<file path="config.mk">
export PLATFORM = sky130hd
export DESIGN_NAME = cpu_press_ctrl_flat
export DESIGN_NICKNAME = d
export VERILOG_FILES = /design/src/rtl/cpu_press_ctrl_pkg.sv /design/src/rtl/cpu_press_ctrl_if.sv /design/src/rtl/cpu_press_ctrl_lfsr10.sv /design/src/rtl/cpu_press_ctrl.sv /design/src/flat_wrapper.sv
export SDC_FILE = /design/constraint.sdc
export NUM_CORES = 1
export LEC_CHECK = 0
export ABC_AREA = 1
export ABC_CLOCK_PERIOD_IN_PS = 3200
export BUFFER_PORTS_ARGS = -buffer_cell sky130_fd_sc_hd__buf_2
export CELL_PAD_IN_SITES_DETAIL_PLACEMENT = 1
export CELL_PAD_IN_SITES_GLOBAL_PLACEMENT = 2
export CORE_MARGIN = 1
export CORE_UTILIZATION = 34
export DETAILED_ROUTE_END_ITERATION = 8
export PLACE_DENSITY_LB_ADDON = 0.3
export SETUP_SLACK_MARGIN = 0.2
export SYNTH_ARGS = -nofsm -noshare
export SYNTH_HDL_FRONTEND = slang
export SYNTH_SLANG_ARGS = --single-unit
</file>
<file path="constraint.sdc">
create_clock -name clk -period 3.2 [get_ports clk]
set_clock_uncertainty 0.1 [all_clocks]
set_input_delay 0.64 -clock clk [delete_from_list [all_inputs] [get_ports clk]]
set_output_delay 0.64 -clock clk [all_outputs]
set_load 0.005 [all_outputs]
</file>
<file path="src/rtl/cpu_press_ctrl_pkg.sv">
// Shared types and widths for the computer-player key-press sequencer.
package cpu_press_pkg;

  typedef enum logic [1:0] {IDLE, WAIT, PRESS, COOLDOWN} cpu_state_t;

  localparam int LFSR_W = 10;
  localparam int DIFF_W = 9;

endpackage

</file>
<file path="src/rtl/cpu_press_ctrl_if.sv">
// Bundle between the difficulty switches / game logic and the press sequencer.
interface cpu_press_ctrl_if;
  import cpu_press_pkg::*;

  logic              enable;
  logic [DIFF_W-1:0] difficulty;
  logic              press;
  logic              cooling;
  logic [LFSR_W-1:0] lfsr_value;

  modport master (
    output enable,
    output difficulty,
    input  press,
    input  cooling,
    input  lfsr_value
  );

  modport slave (
    input  enable,
    input  difficulty,
    output press,
    output cooling,
    output lfsr_value
  );

endinterface

</file>
<file path="src/rtl/cpu_press_ctrl_lfsr10.sv">
// 10-bit XNOR LFSR (taps 10 and 7); all-ones is the lock-up state and is
// unreachable from the all-zero reset value.
module lfsr10 (
  input  logic       clk,
  input  logic       reset_n,
  input  logic       step,
  output logic [9:0] q
);

  logic [9:0] q_reg;
  logic [9:0] q_next;

  always_comb begin
    q_next = q_reg;
    if (step) begin
      q_next = {q_reg[8:0], ~(q_reg[9] ^ q_reg[6])};
    end
  end

  always_ff @(posedge clk or negedge reset_n) begin
    if (!reset_n) begin
      q_reg <= '0;
    end else begin
      q_reg <= q_next;
    end
  end

  assign q = q_reg;

endmodule

</file>
<file path="src/rtl/cpu_press_ctrl.sv">
// Paces random-vs-difficulty decisions on a tick, emits one-cycle presses and
// holds off further presses for a tick-based cooldown.
module cpu_press_ctrl
  import cpu_press_pkg::*;
#(
  parameter int TICK_DIV       = 4,
  parameter int COOLDOWN_TICKS = 2,
  parameter int CNT_W          = 8
) (
  input  logic                 clk,
  input  logic                 reset_n,
  cpu_press_ctrl_if.slave      bus
);

  localparam int                TICK_W    = (TICK_DIV > 1) ? $clog2(TICK_DIV) : 1;
  localparam logic [TICK_W-1:0] TICK_LAST = TICK_W'(TICK_DIV - 1);
  localparam logic [CNT_W-1:0]  CD_LOAD   = CNT_W'(COOLDOWN_TICKS);

  logic [TICK_W-1:0] tick_cnt_reg;
  logic [TICK_W-1:0] tick_cnt_next;
  logic              tick;

  cpu_state_t        state_reg;
  cpu_state_t        state_next;
  logic [CNT_W-1:0]  cd_cnt_reg;
  logic [CNT_W-1:0]  cd_cnt_next;
  logic              press_reg;
  logic              cooling_reg;

  logic [LFSR_W-1:0] lfsr_q;
  logic              lfsr_step;
  logic              hit;

  // Counter is parked at zero while disabled so the first tick lands on the
  // TICK_DIV-th enabled cycle.
  assign tick = bus.enable && (tick_cnt_reg == TICK_LAST);

  always_comb begin
    tick_cnt_next = '0;
    if (bus.enable && !tick) begin
      tick_cnt_next = tick_cnt_reg + 1'b1;
    end
  end

  always_ff @(posedge clk or negedge reset_n) begin
    if (!reset_n) begin
      tick_cnt_reg <= '0;
    end else begin
      tick_cnt_reg <= tick_cnt_next;
    end
  end

  assign lfsr_step = tick && (state_reg != IDLE);

  lfsr10 u_lfsr (
    .clk     (clk),
    .reset_n (reset_n),
    .step    (lfsr_step),
    .q       (lfsr_q)
  );

  // Compare uses the value before this tick's shift; equality is not a hit.
  assign hit = ({bus.difficulty, 1'b0} > lfsr_q);

  always_comb begin
    state_next  = state_reg;
    cd_cnt_next = cd_cnt_reg;
    if (!bus.enable) begin
      state_next = IDLE;
    end else begin
      case (state_reg)
        IDLE: state_next = WAIT;
        WAIT: begin
          if (tick && hit) begin
            state_next = PRESS;
          end
        end
        PRESS: begin
          state_next  = COOLDOWN;
          cd_cnt_next = CD_LOAD;
        end
        COOLDOWN: begin
          if (tick) begin
            if (cd_cnt_reg == '0) begin
              state_next = WAIT;
            end else begin
              cd_cnt_next = cd_cnt_reg - 1'b1;
            end
          end
        end
        default: state_next = IDLE;
      endcase
    end
  end

  // Outputs are registered from the next state so they track state_reg exactly.
  always_ff @(posedge clk or negedge reset_n) begin
    if (!reset_n) begin
      state_reg   <= IDLE;
      cd_cnt_reg  <= '0;
      press_reg   <= 1'b0;
      cooling_reg <= 1'b0;
    end else begin
      state_reg   <= state_next;
      cd_cnt_reg  <= cd_cnt_next;
      press_reg   <= (state_next == PRESS);
      cooling_reg <= (state_next == COOLDOWN);
    end
  end

  assign bus.press      = press_reg;
  assign bus.cooling    = cooling_reg;
  assign bus.lfsr_value = lfsr_q;

endmodule

</file>
<file path="src/flat_wrapper.sv">
// flat-port wrapper written by rule: the top's interface ports become plain ports
module cpu_press_ctrl_flat import cpu_press_pkg::*;
#(
  parameter int TICK_DIV       = 4,
  parameter int COOLDOWN_TICKS = 2,
  parameter int CNT_W          = 8
)
  (clk, reset_n, bus_enable, bus_difficulty, bus_press, bus_cooling, bus_lfsr_value);
  cpu_press_ctrl_if bus_i ();
  input  logic clk;
  input  logic reset_n;
  input wire logic [$bits(bus_i.enable)-1:0] bus_enable;
  input wire logic [$bits(bus_i.difficulty)-1:0] bus_difficulty;
  output wire logic [$bits(bus_i.press)-1:0] bus_press;
  output wire logic [$bits(bus_i.cooling)-1:0] bus_cooling;
  output wire logic [$bits(bus_i.lfsr_value)-1:0] bus_lfsr_value;
  assign bus_i.enable = bus_enable;
  assign bus_i.difficulty = bus_difficulty;
  assign bus_press = bus_i.press;
  assign bus_cooling = bus_i.cooling;
  assign bus_lfsr_value = bus_i.lfsr_value;
  cpu_press_ctrl #(.TICK_DIV(TICK_DIV), .COOLDOWN_TICKS(COOLDOWN_TICKS), .CNT_W(CNT_W)) u_core (.clk(clk), .reset_n(reset_n), .bus(bus_i));
endmodule
</file>
---- Yosys cells after proc, flatten, opt, wreduce, memory -nomap -nowiden ----
Index checks and enable logic that the tools add are counted.
operators by class
  add/sub/neg operators ................... 2
  multipliers ............................. 0
  divide/modulo/power cells ............... 0
  order comparisons ....................... 1
  equal/unequal tests ..................... 8
  shift-type cells ........................ 0
  mux-type cells .......................... 9
  bitwise logic cells ..................... 2
  reduce and logical (&&, ||, !) cells .... 10
operators with widths
  kind                                                                 number
  8-bit 2-to-1 mux                                                     2
  8-bit case mux with 2 select lines                                   1
  2-bit == test (second input constant)                                5
  10-bit > comparator                                                  1
  2-bit 2-to-1 mux                                                     5
  8-bit logical NOT                                                    1
  2-bit case mux with 4 select lines                                   1
  8-bit by 1-bit subtractor with 8-bit output (second input constant)  1
  1-bit logical AND                                                    4
  4-bit AND reduction                                                  1
  2-bit nonzero test                                                   2
  2-bit by 1-bit adder with 2-bit output (second input constant)       1
  2-bit by 1-bit == test with 1-bit output (second input constant)     1
  2-bit logical NOT                                                    1
  2-bit by 1-bit != test with 1-bit output (second input constant)     1
  2-bit != test (second input constant)                                1
  1-bit logical NOT                                                    1
  1-bit NOT                                                            1
  1-bit bitwise XOR                                                    1
storage, ports and cells
  register bits ........................... 24
  latch bits .............................. 0
  bits in writable memories ............... 0
  bits in read-only memories .............. 0
  input bits .............................. 12
  output and inout bits ................... 12
  logic and storage cells ................. 38
  memories ................................ 0

---- Logic depth before layout (Yosys ltp) ----
  word-level depth ........................ 7
  mapped depth ............................ 10
  mapped depth without buffers ............ 10

---- Cells and area by module ----
From an unflattened synthesis, not the netlist that was laid out.
second synthesis, totals
  cell total of the unflattened synthesis .. 186
  area, all modules ....................... 1433.9 µm²
modules (own cells, without submodules)
  module          instances  cells each  area each (µm²)  seq. area each (µm²)
  cpu_press_ctrl  1          145         1048.5           350.3
  lfsr10          1          41          385.4            250.2

---- Worst setup path after synthesis ----
OpenSTA, ideal clock, no wires.
  path type ............................... input to register
  start point ............................. input port bus_difficulty[8]
  end point ............................... register u_core.state_reg[1]
  setup time .............................. 0.118 ns
  arrival ................................. 1.404 ns
  data required time ...................... 2.982 ns
  slack ................................... 1.578 ns
  stages .................................. 8
  buffers on the path ..................... 0
  cells stage by stage .................... ha_1 -> nand2_1 -> nor2_1 -> nand3b_1 -> nand2_1 -> inv_1 -> nand2_1 -> nand2_1
between the ends
  longest elaborated chain between the ends .. 5
ends and longest elaborated chain
  item                                RTL line               source
  start, declared                     flat_wrapper.sv:13     input wire logic [$bits(bus_i.difficulty)-1:0] bus_difficulty;
  10-bit > comparator                 cpu_press_ctrl.sv:63   assign hit = ({bus.difficulty, 1'b0} > lfsr_q);
  1-bit logical AND                   cpu_press_ctrl.sv:74   if (tick && hit) begin
  2-bit 2-to-1 mux                    cpu_press_ctrl.sv:74
  2-bit case mux with 4 select lines  cpu_press_ctrl.sv:71   case (state_reg)
  2-bit 2-to-1 mux                    cpu_press_ctrl.sv:68   if (!bus.enable) begin
  net u_core.state_next[1]            cpu_press_ctrl.sv:24   cpu_state_t state_next;
  end signal, assigned                cpu_press_ctrl.sv:104  state_reg <= state_next;
  end, declared                       cpu_press_ctrl.sv:23   cpu_state_t state_reg;
The timed path passes the listed nets, and every way through them passes these cells.
A chain may end at the register's enable or synchronous reset.

---- Worst setup path after layout ----
  start point ............................. register u_core.cd_cnt_reg[0]
  end point ............................... register u_core.cd_cnt_reg[3]
between the ends
  longest elaborated chain between the ends .. 4
  elaborated cells on any way between the ends .. 7
  those cells by class .................... 1 x add/sub; 1 x eq/ne; 3 x mux; 2 x reduce/logical
ends and longest elaborated chain
  item                                         RTL line               source
  start, declared                              cpu_press_ctrl.sv:25   logic [CNT_W-1:0] cd_cnt_reg;
  start signal, assigned                       cpu_press_ctrl.sv:105  cd_cnt_reg <= cd_cnt_next;
  8-bit by 1-bit subtractor with 8-bit output  cpu_press_ctrl.sv:87   cd_cnt_next = cd_cnt_reg - 1'b1;
  8-bit 2-to-1 mux                             cpu_press_ctrl.sv:84   if (cd_cnt_reg == '0) begin
  8-bit 2-to-1 mux                             cpu_press_ctrl.sv:83   if (tick) begin
  8-bit case mux with 2 select lines           cpu_press_ctrl.sv:71
Several ways; a longest one is shown, not always the timed one. The select of a mux whose other input is x is not followed.

==> impl_metrics.toml <==
[outcome]
status = "finished clean"

[drt]
drt_iter0_markers = 40
drc = 0
viasPerCell = 4.807
routed_wl_mm = 3.281
vias = 1197
routedWlPerCell_um = 13.18
postRouteAntennaNets = 0
first_pass_iters = 4

[power_and_ir_drop]
peakVddDrop_uv = 321.4
p_leak_nw = 0.8766
finalPower_mw = 0.9660
power_density_mw_per_mm2 = 617.6

[logic_synthesis]
ys_seq_area_share_pct = 43.92
avgSynthCellArea_sq_um = 7.683
synthCells = 178
synth_top_cell_by_area = "dfrtp_1"
ys.flop_type = "dfrtp_1"
mappedNetlistArea_sq_mm = 0.001368
synth_top_area_share_pct = 43.92
ys_warn_count = 0
synth_nets = 201
synth_edf_count = 0
synth.area.top_cells = "dfrtp_1 (44%), nand2_1 (14%), ha_1 (10%), inv_1 (7.7%), o21ai_0 (5.5%)"
synth_cell_types = 21
ys_ff_latch = 24
async_flop_share_pct = 100.0

[critical_path]
startpoint_type = "flop"
critical_path_class = "flop to flop"
max_stage_delay_ns = 0.38
worstPathRequired_ns = 3.26
worstPathMaxFanout = 13
reg2reg_to = "u_core.cd_cnt_reg[3]"
cp_data_arrival_time_ns = 1.94
r2r_cells = 9
reg2reg_slack_ns = 1.33
r2r_start = "u_core.cd_cnt_reg[0]"
critical_path.cell_chain = "inv_1 > ha_1 > nand2_2 > nor2_2 > nor2_2 > nor2_4 > inv_1 > nand2_1 > nand2_1"
cp_slowest_cell = "dfrtp_1"
crit_path_end_kind = "flop"

[die]
fp.coreArea_sq_mm = 0.003771
pin_count = 24
die_h_um = 65.42
die-area_sq_mm = 0.004280
num_rows = 22
initial_core_util_pct = 36.26
die_w_um = 65.42

[layout]
finalNetCount = 226
syn_to_final_growth_pct = 14.36
antenna-diode-count = 0
n_fill_cell = 484
drive_above_1_share_pct = 15.42
postLayoutCellArea_sq_mm = 0.001564
largest_reg_flops = 10

[clock_tree]
clockBufferDepth = 2
clk_latency_ns = 0.26
path_clk_slew_ns = 0.09
cts_resized = 0
cts_setup_buffers = 0
clock-sinks = 24
cts_tree = "done"
cts_buffers = 3
cts-root-buf = "clkbuf_8"
ctsHoldBuffers = 0
htreeDepth = 1

[global_route]
grt_pass1_wl_mm = 5.727
grt_max_degree = 25
grt_pass1_vias = 1255
track_usage_pct = 17.71
grt_overflow_total = 0
antenna_found_initial = 0

[timing]
rsz0062_at_grt = "no"
slew_violations = 0
setup_tns_ns = 0
clock.fmax_mhz = 533.8
period_needed_ns = 1.873
tightest_slew_ns = 0.5899
finalCritPeriodShare_pct = 58.54
finalSetupViolCount = 0
finalHoldViolations = 0
maxSlewHeadroom_pct = 60.67

[placement]
io_buffers = 23
dpl.hpwl_mm = 2.582
gp_congestion = 0.7385
place_area_sq_mm = 0.001523

[run]
maxCapViolCount = 0

[worst_hold_path]
hp-class = "primary input to async pin"
critical path, delay by kind of cell (launching register included):
| kind | cells | cell delay [ns] |
|---|---|---|
| adders and majority gates | 1 | 0.31 |
| and+or+nand+nor | 6 | 0.70 |
| DFF | 1 | 0.38 |
| buffers and inverters | 2 | 0.29 |
cell usage after synthesis, drive strengths merged, types with 2 or more instances:
| master | count |
|---|---|
| a21oi | 3 |
| buf | 2 |
| dfrtp | 24 |
| ha | 11 |
| inv | 28 |
| nand2 | 53 |
| nand3 | 12 |
| nand4 | 2 |
| nor2 | 20 |
| nor3 | 2 |
| o21ai | 15 |
power breakdown:
group	switching, mW	leakage, nW	total [mW]	internal (mW)
Combinational	0.201	0.553	0.352	0.151
Clock	0.0987	0.0216	0.183	0.0841
Sequential	0.0578	0.302	0.431	0.373
Total	0.358	0.877	0.966	0.608
routing by layer:
| layer | wire length, um | track usage [%] |
|---|---|---|
| met3 | 86 | 2.951 |
| met1 | 1504 | 22.20 |
| met4 | 17 | 3.261 |
| met5 | 0 | 0 |
| met2 | 1672 | 31.83 |
per-stage QoR:
step           hold WS [ns]  setup slack [ns]  utilization (%)  std cells
2_1_floorplan        0.2444             1.578                -        178
3_3_place_gp         0.3276             1.325            40.38        246
3_5_place_dp         0.3417             1.208            40.38        246
4_1_cts              0.2896             1.299            41.47        249
5_1_grt              0.3113             1.154            41.47        249
6_report             0.2666             1.327            41.47        249
cell families after synthesis:
family	Yosys count	share of synthesized area (%)
flops	24	43.92
buf+inv	31	9.148
fa+ha+maj	11	10.06
simple gates	91	28.46
compound gates	19	7.136
xor+xnor	2	1.281
cells in the final DEF, fill, tap and decap left out:
master and instances:
nand2_1 52, inv_1 28, dfrtp_1 24, buf_2 23, nor2_1 16, o21ai_0 15, nand3_1 12, ha_1 11
a21oi_1 3, nor2_2 3, clkbuf_8 3, nor3_1 2, nand4_1 2, a21o_1 1, nand3b_1 1, nand2_2 1
nor3b_1 1, nor2_4 1, xor2_1 1, xnor2_1 1
how the worst max path moves through the flow:
stage,slack (ns),start,cells after the start,end
6_report,1.33,u_core.cd_cnt_reg[0],9,u_core.cd_cnt_reg[3]
2_1_floorplan,1.58,bus_difficulty[8],8,u_core.state_reg[1]
5_1_grt,1.15,u_core.cd_cnt_reg[0],9,u_core.cd_cnt_reg[2]
3_5_place_dp,1.21,bus_difficulty[8],9,u_core.state_reg[1]
4_1_cts,1.30,u_core.cd_cnt_reg[0],9,u_core.cd_cnt_reg[4]
3_3_place_gp,1.32,bus_difficulty[8],9,u_core.state_reg[1]
layout make-up:
class                           count  area, sq um  area share (%)
Multi-Input combinational cell    123        641.9           41.04
Sequential cell                    24        600.6           38.40
Timing Repair Buffer               23        115.1           7.360
Inverter                           28        105.1           6.720
Tap cell                           48        60.06           3.840
Clock buffer                        3        41.29           2.640
(Power assumes the default switching activity.)
